<file path="src/rtl/sprite_blitter_if.sv">
// Sprite blitter bus: job request, sprite ROM read port and frame-buffer write port.
// master drives requests, ROM data and fb_ready; slave is the blitter.
interface sprite_blitter_if #(
    parameter int ADDR_W    = 9,
    parameter int FB_ADDR_W = 19
);
    logic                 start;
    logic [10:0]          sprite_x;
    logic [10:0]          sprite_y;
    logic                 flip_h;
    logic [ADDR_W-1:0]    rom_addr;
    logic [11:0]          rom_color;
    logic                 fb_we;
    logic [FB_ADDR_W-1:0] fb_addr;
    logic [11:0]          fb_data;
    logic                 fb_ready;
    logic                 busy;
    logic                 done;

    modport master (
        output start, sprite_x, sprite_y, flip_h,
        output rom_color, fb_ready,
        input  rom_addr, fb_we, fb_addr, fb_data,
        input  busy, done
    );

    modport slave (
        input  start, sprite_x, sprite_y, flip_h,
        input  rom_color, fb_ready,
        output rom_addr, fb_we, fb_addr, fb_data,
        output busy, done
    );
endinterface

</file>
<file path="src/rtl/sprite_blitter.sv">
// Copies a 20x22 sprite ROM into the frame buffer at a signed screen
// position, skipping key-colour pixels and clipping off-screen ones.
module sprite_blitter #(
    parameter int          SPR_W     = 20,
    parameter int          SPR_H     = 22,
    parameter int          SCREEN_W  = 640,
    parameter int          SCREEN_H  = 480,
    parameter logic [11:0] KEY_COLOR = 12'h808,
    parameter int          ADDR_W    = 9,
    parameter int          FB_ADDR_W = 19
) (
    input logic              Clk,
    input logic              Reset_n,
    sprite_blitter_if.slave  bus
);

    typedef enum logic [1:0] {
        IDLE  = 2'd0,
        READ  = 2'd1,
        WRITE = 2'd2,
        DONE  = 2'd3
    } state_e;

    localparam logic [4:0]        COL_LAST = 5'(SPR_W - 1);
    localparam logic [4:0]        ROW_LAST = 5'(SPR_H - 1);
    localparam logic signed [11:0] SW     = 12'(SCREEN_W);
    localparam logic signed [11:0] SH     = 12'(SCREEN_H);

    state_e state_q, state_d;

    logic signed [10:0]   x_q, x_d;
    logic signed [10:0]   y_q, y_d;
    logic                 flip_q, flip_d;
    logic [4:0]           col_q, col_d;
    logic [4:0]           row_q, row_d;
    logic [ADDR_W-1:0]    rom_addr_q, rom_addr_d;
    logic [FB_ADDR_W-1:0] fb_addr_q, fb_addr_d;
    logic [11:0]          fb_data_q, fb_data_d;

    logic signed [11:0]   px, py;
    logic                 on_screen;
    logic                 draw;
    logic                 last_px;
    logic                 advance;
    logic [4:0]           col_nx, row_nx;
    logic [FB_ADDR_W-1:0] pix_addr;

    // ROM address of sprite pixel (r, c), mirrored horizontally when f
    function automatic logic [ADDR_W-1:0] spr_addr(
        input logic [4:0] r,
        input logic [4:0] c,
        input logic       f
    );
        logic [4:0] cc;
        cc = f ? (COL_LAST - c) : c;
        return ADDR_W'(r) * ADDR_W'(SPR_W) + ADDR_W'(cc);
    endfunction

    assign px = $signed({x_q[10], x_q}) + $signed({7'b0, col_q});
    assign py = $signed({y_q[10], y_q}) + $signed({7'b0, row_q});

    assign on_screen = (px >= 12'sd0) && (px < SW) &&
                       (py >= 12'sd0) && (py < SH);
    assign draw      = (bus.rom_color != KEY_COLOR) && on_screen;
    assign last_px   = (row_q == ROW_LAST) && (col_q == COL_LAST);
    assign advance   = ((state_q == READ) && !draw) ||
                       ((state_q == WRITE) && bus.fb_ready);

    assign col_nx = (col_q == COL_LAST) ? 5'd0 : col_q + 5'd1;
    assign row_nx = (col_q == COL_LAST) ? row_q + 5'd1 : row_q;

    assign pix_addr = FB_ADDR_W'(py[8:0]) * FB_ADDR_W'(SCREEN_W) +
                      FB_ADDR_W'(px[9:0]);

    always_ff @(posedge Clk) begin
        if (!Reset_n) begin
            state_q <= IDLE;
        end else begin
            state_q <= state_d;
        end
    end

    always_comb begin
        state_d = state_q;
        unique case (state_q)
            IDLE: begin
                if (bus.start) state_d = READ;
            end
            READ: begin
                if (draw)         state_d = WRITE;
                else if (last_px) state_d = DONE;
                else              state_d = READ;
            end
            WRITE: begin
                if (bus.fb_ready) state_d = last_px ? DONE : READ;
            end
            DONE: begin
                state_d = IDLE;
            end
            default: begin
                state_d = IDLE;
            end
        endcase
    end

    always_comb begin
        bus.fb_we = 1'b0;
        bus.busy  = 1'b0;
        bus.done  = 1'b0;
        unique case (state_q)
            READ: begin
                bus.busy = 1'b1;
            end
            WRITE: begin
                bus.busy  = 1'b1;
                bus.fb_we = 1'b1;
            end
            DONE: begin
                bus.done = 1'b1;
            end
            default: begin
            end
        endcase
    end

    always_comb begin
        x_d        = x_q;
        y_d        = y_q;
        flip_d     = flip_q;
        col_d      = col_q;
        row_d      = row_q;
        rom_addr_d = rom_addr_q;
        fb_addr_d  = fb_addr_q;
        fb_data_d  = fb_data_q;
        if ((state_q == IDLE) && bus.start) begin
            x_d        = bus.sprite_x;
            y_d        = bus.sprite_y;
            flip_d     = bus.flip_h;
            col_d      = 5'd0;
            row_d      = 5'd0;
            rom_addr_d = spr_addr(5'd0, 5'd0, bus.flip_h);
        end
        if ((state_q == READ) && draw) begin
            fb_data_d = bus.rom_color;
            fb_addr_d = pix_addr;
        end
        // the final pixel leaves col/row parked; the next start reloads them
        if (advance && !last_px) begin
            col_d      = col_nx;
            row_d      = row_nx;
            rom_addr_d = spr_addr(row_nx, col_nx, flip_q);
        end
    end

    always_ff @(posedge Clk) begin
        if (!Reset_n) begin
            x_q        <= '0;
            y_q        <= '0;
            flip_q     <= 1'b0;
            col_q      <= '0;
            row_q      <= '0;
            rom_addr_q <= '0;
            fb_addr_q  <= '0;
            fb_data_q  <= '0;
        end else begin
            x_q        <= x_d;
            y_q        <= y_d;
            flip_q     <= flip_d;
            col_q      <= col_d;
            row_q      <= row_d;
            rom_addr_q <= rom_addr_d;
            fb_addr_q  <= fb_addr_d;
            fb_data_q  <= fb_data_d;
        end
    end

    assign bus.rom_addr = rom_addr_q;
    assign bus.fb_addr  = fb_addr_q;
    assign bus.fb_data  = fb_data_q;

endmodule

</file>
<file path="src/flat_wrapper.sv">
// flat-port wrapper written by rule: the top's interface ports become plain ports
module sprite_blitter_flat 
#(
    parameter int          SPR_W     = 20,
    parameter int          SPR_H     = 22,
    parameter int          SCREEN_W  = 640,
    parameter int          SCREEN_H  = 480,
    parameter logic [11:0] KEY_COLOR = 12'h808,
    parameter int          ADDR_W    = 9,
    parameter int          FB_ADDR_W = 19
)
  (Clk, Reset_n, bus_start, bus_sprite_x, bus_sprite_y, bus_flip_h, bus_rom_color, bus_fb_ready, bus_rom_addr, bus_fb_we, bus_fb_addr, bus_fb_data, bus_busy, bus_done);
  sprite_blitter_if #(.ADDR_W(ADDR_W), .FB_ADDR_W(FB_ADDR_W)) bus_i ();
  input logic Clk;
  input logic Reset_n;
  input wire logic [$bits(bus_i.start)-1:0] bus_start;
  input wire logic [$bits(bus_i.sprite_x)-1:0] bus_sprite_x;
  input wire logic [$bits(bus_i.sprite_y)-1:0] bus_sprite_y;
  input wire logic [$bits(bus_i.flip_h)-1:0] bus_flip_h;
  input wire logic [$bits(bus_i.rom_color)-1:0] bus_rom_color;
  input wire logic [$bits(bus_i.fb_ready)-1:0] bus_fb_ready;
  output wire logic [$bits(bus_i.rom_addr)-1:0] bus_rom_addr;
  output wire logic [$bits(bus_i.fb_we)-1:0] bus_fb_we;
  output wire logic [$bits(bus_i.fb_addr)-1:0] bus_fb_addr;
  output wire logic [$bits(bus_i.fb_data)-1:0] bus_fb_data;
  output wire logic [$bits(bus_i.busy)-1:0] bus_busy;
  output wire logic [$bits(bus_i.done)-1:0] bus_done;
  assign bus_i.start = bus_start;
  assign bus_i.sprite_x = bus_sprite_x;
  assign bus_i.sprite_y = bus_sprite_y;
  assign bus_i.flip_h = bus_flip_h;
  assign bus_i.rom_color = bus_rom_color;
  assign bus_i.fb_ready = bus_fb_ready;
  assign bus_rom_addr = bus_i.rom_addr;
  assign bus_fb_we = bus_i.fb_we;
  assign bus_fb_addr = bus_i.fb_addr;
  assign bus_fb_data = bus_i.fb_data;
  assign bus_busy = bus_i.busy;
  assign bus_done = bus_i.done;
  sprite_blitter #(.SPR_W(SPR_W), .SPR_H(SPR_H), .SCREEN_W(SCREEN_W), .SCREEN_H(SCREEN_H), .KEY_COLOR(KEY_COLOR), .ADDR_W(ADDR_W), .FB_ADDR_W(FB_ADDR_W)) u_core (.Clk(Clk), .Reset_n(Reset_n), .bus(bus_i));
endmodule
</file>
<file path="config.mk">
export PLATFORM = sky130hd
export DESIGN_NAME = sprite_blitter_flat
export DESIGN_NICKNAME = d
export VERILOG_FILES = /design/src/rtl/sprite_blitter_if.sv /design/src/rtl/sprite_blitter.sv /design/src/flat_wrapper.sv
export SDC_FILE = /design/constraint.sdc
export NUM_CORES = 1
export LEC_CHECK = 0
export BUFFER_PORTS_ARGS = -buffer_cell sky130_fd_sc_hd__buf_2
export CAP_MARGIN = 25
export CELL_PAD_IN_SITES_DETAIL_PLACEMENT = 1
export CELL_PAD_IN_SITES_GLOBAL_PLACEMENT = 1
export CORE_AREA = 2 2 116 118
export CTS_BUF_LIST = sky130_fd_sc_hd__clkbuf_8
export DETAILED_ROUTE_END_ITERATION = 12
export DIE_AREA = 0 0 118 120
export GPL_TIMING_DRIVEN = 0
export PLACE_DENSITY = 0.85
export SYNTH_ARGS = -nofsm -noshare
export SYNTH_HDL_FRONTEND = slang
export SYNTH_SLANG_ARGS = --single-unit
</file>
<file path="constraint.sdc">
create_clock -name Clk -period 4.25 [get_ports Clk]
set_input_delay 0.2125 -clock Clk [delete_from_list [all_inputs] [get_ports Clk]]
set_output_delay 0.2125 -clock Clk [all_outputs]
set_load 0.02 [all_outputs]
</file>
==> flow_summary.ini <==
[synthesis]
synth_edf_count = 0
yosysUniqueCellTypes = 61
synth_area_um2 = 4795
syn-mean-instance-area_um2 = 8.018
synth_commonest_cells = nand2_1 (106), a21oi_1 (83), dfxtp_1 (75), ha_1 (39), xnor2_1 (31)
ys_seq_elements = 75
synth.most_common_cell = nand2_1
ys_warn_count = 0
synth_area_leaders = dfxtp_1 (31%), ha_1 (10%), a21oi_1 (8.7%), nand2_1 (8.3%), xnor2_1 (5.7%)
synth_cells = 598
synth_nets = 681
synth_top_area_cell = dfxtp_1
synth_top_cell_area_share_pct = 31.32
async_flop_share_pct = 0
seq_area_frac_synth_pct = 31.32
ys.flop_type = dfxtp_1

[power]
p_leak_nw = 2.468
pwr-share-comb_pct = 23.8
powerDensity_nw_per_um2 = 329.1
power.switching_w = 0.0006099
p_clk_share_pct = 34.2
swShare_pct = 32.48
p_seq_share_pct = 42.0
p_int_w = 0.001268
irDropWorstVdd_v = 0.0001776

[clock_network]
clk_path_buf_depth = 2
cts_buffers = 9
htree_levels = 3
cts_tree = yes
cts_hold_buf = 0
cts_sinks = 75
path_clk_slew_ns = 0.08
clock_tree.root_cell = clkbuf_8
clkLatencyLatePin_ns = 0.37

[grt]
grt_start_max_net_pins = 13
grt_use_total_pct = 21.04
grt_overflow = 0
grt_pass1_vias = 4961
grt_pass1_wl_mm = 23.94
antenna_found_initial = 0

[drt]
drc = 0
postRouteAntennaNets = 0
wire_per_inst_um = 16.97
drt_iter0_drc = 235
avgViaCountPerCell = 5.360
first_pass_iters = 4
vias = 4674
drt-total-wl_mm = 14.80

[layout]
syn_to_final_growth_pct = 19.00
stdcell_count = 872
fin_util_pct = 43.96
fin_nets = 774
seq_area_um2 = 1505
multi_input_area_um2 = 3117
fin_area_um2 = 5705
drive_gt1_share_pct = 18.39
antenna_cells = 0
fill_cells = 1629

[worst_hold_path]
hold_depth = 3
holdPathEnd = u_core.x_q[5]
hold_path_class = input pin to register
min_from = bus_sprite_x[5]

[sta]
min_period_over_period_pct = 94.38
final_max_slew_viol_count = 0
hold_violations = 0
max_freq_ghz = 0.2493
skew_ns = 0.01351
finalHoldWorstSlack_ns = 0.08123
layout_min_cycle_time_ns = 4.011
setup_viol = 0
max_slew_margin_pct = 50.18
tightestPinTransition_ns = 0.7473

[floorplan]
die-area_um2 = 14160
fp.dieH_um = 120
ios = 82
fp-row-count = 42
core_area_um2 = 12980
start_util_pct = 36.94
die_w_um = 118

[job]
maxCapViolCount = 0

[setup_path]
worstSetupPathType = register to register
path_max_fanout = 6
r2r-end = u_core.bus.fb_addr[17]
end_kind = register
cp.required_ns = 4.50
arrival_ns = 4.26
timing.rr.start = u_core.row_q[0]
worstRegToRegCells = 18
start_kind = register
rrSetupSlack_ns = 0.24

[place]
gp_congestion = 0.8680
dp_cells = 854
hpwlAfterDp_mm = 11.44
numPortBuffers = 80
placed_cell_area_um2 = 5415

[status]
status = completed
==> through the flow <==
stage	setup WS [ns]	setup TNS, ns	total power [W]
final	0.2387	0	0.001878
after global routing	-0.01357	-0.01649	0.001965
after CTS	0.02497	0	0.001883
after detailed placement	-0.08041	-0.08041	0.001246
after global placement	0.06611	0	0.001227
after floorplan	0.4956	0	0.001095
==> state kept, by name, indices dropped and copies added (netlist names) <==
signal,flops
u_core.x_q,11
u_core.col_q,5
u_core.flip_q,1
u_core.y_q,11
u_core.row_q,5
u_core.state_q,2
u_core.bus.rom_addr,9
u_core.bus.fb_addr,19
u_core.bus.fb_data,12
==> cell type report <==
cell class                      instances  area share (%)
Sequential cell                        75           26.38
Clock inverter                          5           1.338
Clock buffer                           11           2.654
Timing Repair Buffer                   82           7.281
Multi-Input combinational cell        472           54.63
Tap cell                              176           3.860
Inverter                               19           1.250
Buffer                                 32           2.610
==> power groups by stage <==
| stage | logic, W | registers (W) | clock network [W] |
|---|---|---|---|
| 3_3_place_gp | 0.000425 | 0.000802 | 0 |
| 5_1_grt | 0.000495 | 0.000796 | 0.000675 |
| 2_1_floorplan | 0.000264 | 0.000832 | 0 |
| 6_report | 0.000447 | 0.000789 | 0.000641 |
| 4_1_cts | 0.000447 | 0.000789 | 0.000647 |
| 3_5_place_dp | 0.000441 | 0.000805 | 0 |
==> cell families (layout without fill, tap and decap cells) <==
group,after synthesis,in the layout,synth area share (%)
AOI/OAI and AO/OA,181,181,23.56
xor gates and xnor gates,46,46,8.403
adders and majority gates,45,45,12.47
buffers and inverters,51,149,4.514
DFF,75,75,31.32
muxes,4,4,0.8872
and+or+nand+nor,196,196,18.84
==> metal layers <==
| metal | GRT usage [%] | vias up | wire, um |
|---|---|---|---|
| li1 | - | 2296 | - |
| met1 | 24.62 | 2232 | 6266 |
| met2 | 38.52 | 119 | 7427 |
| met3 | 3.279 | 27 | 728 |
| met4 | 8.057 | 0 | 376 |
| met5 | 0 | - | 0 |
==> worst max-delay path by stage <==
stage / start / to / depth (start not counted)
after floorplan: u_core.col_q[1] / u_core.bus.rom_addr[8] / 15
after global placement: u_core.col_q[1] / u_core.bus.rom_addr[8] / 15
after detailed placement: u_core.col_q[1] / u_core.bus.rom_addr[8] / 15
after CTS: u_core.col_q[1] / u_core.bus.rom_addr[8] / 15
after global routing: u_core.row_q[0] / u_core.bus.fb_addr[17] / 18
final: u_core.row_q[0] / u_core.bus.fb_addr[17] / 18
==> placed cells by master, fill, tap and decap left out, types with 3 or more instances in the layout <==
cell type and instances:
a211oi_1 5, a21o_1 8, a21oi_1 80, a21oi_2 4, a31oi_1 3, and2_1 11
and3_1 6, buf_2 85, buf_4 3, clkbuf_1 23, clkbuf_8 11, dfxtp_1 72
dfxtp_2 3, fa_1 5, ha_1 39, inv_1 19, nand2_1 106, nand2b_1 6
nand3_1 10, nand4_1 5, nor2_1 27, nor4_1 3, o2111ai_1 3, o211a_1 3
o211ai_1 26, o21a_1 3, o21ai_0 23, o22ai_1 4, or3_1 6, xnor2_1 28
xnor2_2 3, xor2_1 15
==> worst max-delay path, cell delays in order, from the launching register on <==
cell      delay (ns)
dfxtp_2         0.43
ha_1            0.24
inv_1           0.07
fa_1            0.40
nor2b_1         0.16
o31a_1          0.19
o21ai_1         0.14
xnor2_2         0.29
and2_1          0.19
nor2_1          0.05
ha_1            0.36
a21oi_2         0.17
a21boi_0        0.10
o21a_1          0.17
nor2_1          0.17
xnor2_1         0.17
nor4b_2         0.34
xnor2_1         0.17
o21ai_0         0.10
==> what timing repair did <==
action / 4_1_cts / 5_1_grt
gates resized for setup: 2 / 11
buffers inserted: 0 / 2
endpoints found under the setup margin: 2 / 4
pin swaps: 0 / 1
Note: power is estimated with default switching activity, not from simulation.
